### src/rtl/pulse_code_decoder.sv
// pulse_code_decoder
//   Samples a serial pulse line and decodes each high pulse into a symbol.
//   Pulses of at most DOT_MAX time units are symbol 0. Longer pulses are
//   symbol 1. A low gap of GAP_UNITS ends a code word, which is then written
//   to the code memory. A low gap of END_UNITS, or a full memory, ends the
//   message.
//
//   Optional build macro PULSE_GLITCH_FILTER_EN adds a glitch filter. With
//   it, a new level on the synchronised line is accepted only after FILT_CLKS
//   consecutive samples at that level.
//
// Ports
//   clk       system clock
//   rst       asynchronous reset, active-low
//   start     begin capture (ignored while busy)
//   sig_in    asynchronous pulse line
//   wr_en     one-cycle write strobe into the code memory
//   wr_addr   write address (holds its value between writes)
//   wr_data   {symbol count, code bits}, valid while wr_en=1
//   busy      capture in progress
//   done_fin  message complete (level)
//   err       sticky: a word carried more than CODE_W symbols
module pulse_code_decoder #(
  parameter int CODE_W    = 8,
  parameter int LEN_W     = 4,
  parameter int ADDR_W    = 5,
  parameter int TICK_DIV  = 1000,
  parameter int DOT_MAX   = 2,
  parameter int GAP_UNITS = 3,
  parameter int END_UNITS = 7,
  parameter int FILT_CLKS = 16
) (
  input  logic                    clk,
  input  logic                    rst,
  input  logic                    start,
  input  logic                    sig_in,
  output logic                    wr_en,
  output logic [ADDR_W-1:0]       wr_addr,
  output logic [LEN_W+CODE_W-1:0] wr_data,
  output logic                    busy,
  output logic                    done_fin,
  output logic                    err
);

  localparam int         TICK_W   = (TICK_DIV > 1) ? $clog2(TICK_DIV) : 1;
  localparam logic [3:0] UNIT_MAX = 4'd15;

  if ((2 ** LEN_W) <= CODE_W) begin : g_bad_len_w
    $error("LEN_W too small to count CODE_W symbols");
  end
  if (END_UNITS <= GAP_UNITS) begin : g_bad_end_units
    $error("END_UNITS must exceed GAP_UNITS");
  end
  if (FILT_CLKS < 1) begin : g_bad_filt_clks
    $error("FILT_CLKS must be at least 1");
  end

  function automatic logic [3:0] sat_inc(input logic [3:0] u);
    return (u == UNIT_MAX) ? u : u + 4'd1;
  endfunction

  typedef enum logic [2:0] {
    IDLE,
    ARM,
    HIGH,
    LOW,
    STORE,
    GAP,
    FIN
  } state_t;

  state_t              state;
  logic                sig_p0;
  logic                sig_p1;
  logic                lvl;
  logic                lvl_p2;
  logic                rise;
  logic                fall;
  logic [TICK_W-1:0]   tick;
  logic [3:0]          units;
  logic                tick_wrap;
  logic [3:0]          units_eff;
  logic                sym;
  logic [ADDR_W-1:0]   addr;
  logic [CODE_W-1:0]   code;
  logic [LEN_W-1:0]    len;

  // ---- stage p0/p1: two-flop synchroniser ----
  always_ff @(posedge clk or negedge rst) begin
    if (!rst) begin
      sig_p0 <= 1'b0;
      sig_p1 <= 1'b0;
    end else begin
      sig_p0 <= sig_in;
      sig_p1 <= sig_p0;
    end
  end

`ifdef PULSE_GLITCH_FILTER_EN
  localparam int FILT_W = $clog2(FILT_CLKS + 1);
  logic [FILT_W-1:0] filt_cnt;
  logic              filt_lvl;

  // ---- filter stage: the accepted level follows only a stable input ----
  always_ff @(posedge clk or negedge rst) begin
    if (!rst) begin
      filt_cnt <= '0;
      filt_lvl <= 1'b0;
    end else if (sig_p1 == filt_lvl) begin
      filt_cnt <= '0;
    end else if (filt_cnt == FILT_W'(FILT_CLKS - 1)) begin
      filt_lvl <= sig_p1;
      filt_cnt <= '0;
    end else begin
      filt_cnt <= filt_cnt + FILT_W'(1);
    end
  end

  assign lvl = filt_lvl;
`else
  assign lvl = sig_p1;
`endif

  // ---- stage p2: edge detection ----
  always_ff @(posedge clk or negedge rst) begin
    if (!rst) lvl_p2 <= 1'b0;
    else      lvl_p2 <= lvl;
  end

  assign rise = lvl & ~lvl_p2;
  assign fall = ~lvl & lvl_p2;

  // units_eff includes a wrap landing on this cycle. A pulse of N*TICK_DIV
  // clocks therefore measures exactly N units when its closing edge arrives.
  assign tick_wrap = (tick == TICK_W'(TICK_DIV - 1));
  assign units_eff = tick_wrap ? sat_inc(units) : units;
  assign sym       = (units_eff > 4'(DOT_MAX));

  // ---- timing: tick and unit counters, restarted on every edge ----
  always_ff @(posedge clk or negedge rst) begin
    if (!rst) begin
      tick  <= '0;
      units <= '0;
    end else if (rise | fall) begin
      tick  <= '0;
      units <= '0;
    end else if (tick_wrap) begin
      tick  <= '0;
      units <= units_eff;
    end else begin
      tick  <= tick + TICK_W'(1);
    end
  end

  // ---- control: capture state machine with registered outputs ----
  always_ff @(posedge clk or negedge rst) begin
    if (!rst) begin
      state    <= IDLE;
      addr     <= '0;
      code     <= '0;
      len      <= '0;
      err      <= 1'b0;
      wr_en    <= 1'b0;
      wr_addr  <= '0;
      wr_data  <= '0;
      busy     <= 1'b0;
      done_fin <= 1'b0;
    end else begin
      wr_en <= 1'b0;
      case (state)
        IDLE, FIN: begin
          if (start) begin
            addr     <= '0;
            code     <= '0;
            len      <= '0;
            err      <= 1'b0;
            done_fin <= 1'b0;
            busy     <= 1'b1;
            state    <= ARM;
          end
        end
        ARM: begin
          if (rise) state <= HIGH;
        end
        HIGH: begin
          if (fall) begin
            if (len < LEN_W'(CODE_W)) begin
              code <= {code[CODE_W-2:0], sym};
              len  <= len + LEN_W'(1);
            end else begin
              err  <= 1'b1;
            end
            state <= LOW;
          end
        end
        LOW: begin
          // A new pulse arriving on the threshold cycle keeps the word open.
          if (rise) begin
            state <= HIGH;
          end else if (units_eff >= 4'(GAP_UNITS)) begin
            wr_en   <= 1'b1;
            wr_addr <= addr;
            wr_data <= {len, code};
            state   <= STORE;
          end
        end
        STORE: begin
          code <= '0;
          len  <= '0;
          if (addr == {ADDR_W{1'b1}}) begin
            busy     <= 1'b0;
            done_fin <= 1'b1;
            state    <= FIN;
          end else begin
            addr  <= addr + ADDR_W'(1);
            // A pulse starting right on the store cycle opens the next word.
            state <= rise ? HIGH : GAP;
          end
        end
        GAP: begin
          if (rise) begin
            state <= HIGH;
          end else if (units_eff >= 4'(END_UNITS)) begin
            busy     <= 1'b0;
            done_fin <= 1'b1;
            state    <= FIN;
          end
        end
        default: state <= IDLE;
      endcase
    end
  end

endmodule

### config.mk
export PLATFORM = sky130hd
export DESIGN_NAME = pulse_code_decoder
export DESIGN_NICKNAME = d
export VERILOG_FILES = /design/src/rtl/pulse_code_decoder.sv
export SDC_FILE = /design/constraint.sdc
export NUM_CORES = 1
export LEC_CHECK = 0
export CORE_ASPECT_RATIO = 0.8
export CORE_MARGIN = 10
export CORE_UTILIZATION = 30
export CTS_BUF_LIST = sky130_fd_sc_hd__clkbuf_8
export DETAILED_ROUTE_END_ITERATION = 16
export HOLD_SLACK_MARGIN = 0.1
export PLACE_DENSITY = 0.59
export SYNTH_ARGS = -nofsm -noshare
export SYNTH_HDL_FRONTEND = slang
export SYNTH_SLANG_ARGS = --single-unit
export TNS_END_PERCENT = 10
### constraint.sdc
create_clock -name clk -period 4.62 [get_ports clk]
set_input_delay 0.924 -clock clk [delete_from_list [all_inputs] [get_ports clk]]
set_output_delay 0.924 -clock clk [all_outputs]
set_load 0.02 [all_outputs]
==> results.ini <==
[clock_tree]
post_cts_resized = 0
clk-insertion-delay-late_ns = 0.34
cts_tree = done
numCtsBuffers = 9
clockRootBuffer = clkbuf_8
cts_hold_buf = 0
cts_setup_buffers = 0
clock-sinks = 58
cts.path.max_buffers = 2
clk_pin_slew_worst_paths_ns = 0.07
htree_levels = 3

[timing]
min_period_ns = 3.10
setup_violations = 0
fin_ws_ns = 1.52
skew_ns = 0.00691
post-route-period-util = 0.671
slew_viol_final = 0
finalHoldViolations = 0
worst_pin_slew_ns = 1.10
relSlewSlack = 0.259
hold_slack_ns = 0.360
rsz0062_at_grt = no
max_freq_mhz = 323
setup-tns-final_ns = 0

[synthesis]
muxShareOfSynthArea = 0.113
synthTopCellsByArea = dfrtp_1, mux2_4, mux2_2
synthDistinctLibCells = 48
syn-cell-area_um2 = 2750
yosys.area_share.simple = 0.162
ys.flop_type = dfrtp_1
synth_most_common_cell = dfrtp_1
synth_xor_area_frac = 0.0319
synth_top_family_by_area = simple AND/OR/NAND/NOR gates
synth_fa_ha_area_frac = 0.0364
synth-seq-cells = 58
synth_commonest_cells = dfrtp_1, nand2_1, nor2_1
synth_compound_area_frac = 0.0975
synth_warnings = 0
ys_seq_area_frac = 0.528
syn_avg_cell_area_um2 = 11.8
yosysTopAreaCell = dfrtp_1
netlist.area_leader.share = 0.528
synth_cells = 233
async_flop_share = 1.00
synth_edf_count = 0
syn_nets = 245

[grt]
antenna_found_initial = 0
grt_max_degree = 59
grt_usage = 0.0851
grt_pass1_vias = 1835
grt-ovfl-total = 0
grt_pass1_wl_um = 9280

[critical_path]
worstPathCellList = ha_1 > nand3b_4 > nor4_1 > mux2_2 > nor3_2 > nand2b_1 > mux2_2
start_kind = register
critical_path_class = register to register
critPathMaxFanout = 18
cpMaxStageDelayCell = nand2b_1
crit_path_max_incr_delay_ns = 0.81
cp_common_cell = mux2_2
cp.arrival_ns = 3.33
endpoint_kind = register
worstPathRequired_ns = 4.85

[die]
fp-row-count = 31
die_w_um = 127
die_h_um = 106
pin_count = 25
core-area_um2 = 9000
start_util = 0.305
dieArea_um2 = 13400

[cells_and_area]
fill_cells = 893
post-route-util = 0.361
multi_input_area_um2 = 1210
n_antenna_cell = 0
fin_nets = 274
ff_latch_area_um2 = 1450
syn2layout_area_growth_pct = 18.4
drive_above_1_share = 0.169

[drt]
drtAntennaViolNets = 0
drc = 0
vias = 1820
drt_iter0_markers = 139
wl_per_cell_um = 13.9
via_per_inst = 4.76
wl_um = 5310
dr.pass1.iters = 4

[power]
vdd_drop_max_v = 0.000190
leakage_nw = 1.54
pwr_density_cell_nw_per_um2 = 395

[place]
io_buffer_count = 24
pre_cts_ws_ns = 1.46
dp_hpwl_um = 3660
place_congestion = 0.805

[min_path]
hold_class = register to register

[job]
drv_cap = 0

[outcome]
outcome = complete, no violations

[cell usage in the layout, fill, tap and decap left out, types with 2 or more instances in the layout]
master            n
nor2_1           18
xnor2_1           2
nand3b_1          2
nand3_1           6
mux2_4            9
dfrtp_1          58
nand2b_1          8
o21ai_0           9
o32ai_1           2
mux2i_1           4
clkdlybuf4s50_1  23
clkinvlp_4        3
and3_1            3
nand2_1          20
a22o_1            8
nor3_1            4
a21oi_1           5
mux2_2           12
clkinv_2          3
clkbuf_8          9
inv_1             9
or3_1             2
and2_1            5
o31ai_1           2
a31oi_1           2
ha_1              8
xor2_1            8
[registers in the layout, indices dropped and copies added, names as in the netlist]
signal / cells
addr: 5
busy: 1
code: 8
done_fin: 1
err: 1
len: 4
lvl: 1
lvl_p2: 1
sig_p0: 1
state: 3
tick: 10
units: 4
wr_addr: 5
wr_data: 12
wr_en: 1
[critical path, delay by kind of cell, from the launching register on]
family | cells | cell delay (ns)
and+or+nand+nor | 4 | 1.49
DFF | 1 | 0.39
adders and majority gates | 1 | 0.27
muxes | 2 | 0.82
[per-stage QoR]
stage	cell area, µm²	total power [mW]	std cells
after global placement	3080	0.891	366
after detailed placement	3080	0.893	366
after global routing	3250	1.38	382
after floorplan	2750	0.816	233
after CTS	3250	1.30	382
final	3250	1.29	382
[final cells by class]
| class | instances | share of cell area |
|---|---|---|
| inverter | 9 | 0.0104 |
| clock inverter | 7 | 0.0142 |
| multi-input combinational | 159 | 0.372 |
| clock buffer | 9 | 0.0381 |
| tap | 115 | 0.0442 |
| sequential | 58 | 0.446 |
| timing repair buffer | 25 | 0.0746 |
[routing by layer]
| layer | track usage | share of wire | up-vias |
|---|---|---|---|
| met2 | 0.116 | 0.41 | 49 |
| met1 | 0.111 | 0.50 | 869 |
| met5 | 0 | 0 | - |
| met4 | 0.0438 | 0.020 | 0 |
| met3 | 0.0376 | 0.073 | 7 |
| li1 | - | - | 895 |
[final timing paths]
path                       slack [ns]         end  cells past startpoint     from
hold / removal                   0.36         lvl                      0   sig_p0
hold reg to reg                  0.36         lvl                      0   sig_p0
setup reg to reg                 1.52  wr_addr[4]                      7  tick[0]
setup / recovery                 1.52  wr_addr[4]                      7  tick[0]
max in group asynchronous        3.40    state[1]                      2      rst
min in group asynchronous        0.72     tick[2]                      2      rst
[kinds of logic (layout without fill, tap and decap cells)]
| kind of cell | count (synthesis) | after routing |
|---|---|---|
| simple gates | 78 | 78 |
| buf+inv | 16 | 50 |
| xor+xnor | 10 | 10 |
| compound gates | 38 | 38 |
| mux | 25 | 25 |
| fa+ha+maj | 8 | 8 |
| flops | 58 | 58 |
[report_power, final]
| group | total (mW) | internal, mW | switching [mW] |
|---|---|---|---|
| clock | 0.399 | 0.191 | 0.208 |
| combinational | 0.279 | 0.109 | 0.171 |
| sequential | 0.607 | 0.547 | 0.0595 |
| total | 1.29 | 0.847 | 0.438 |
(Power assumes the default switching activity.)
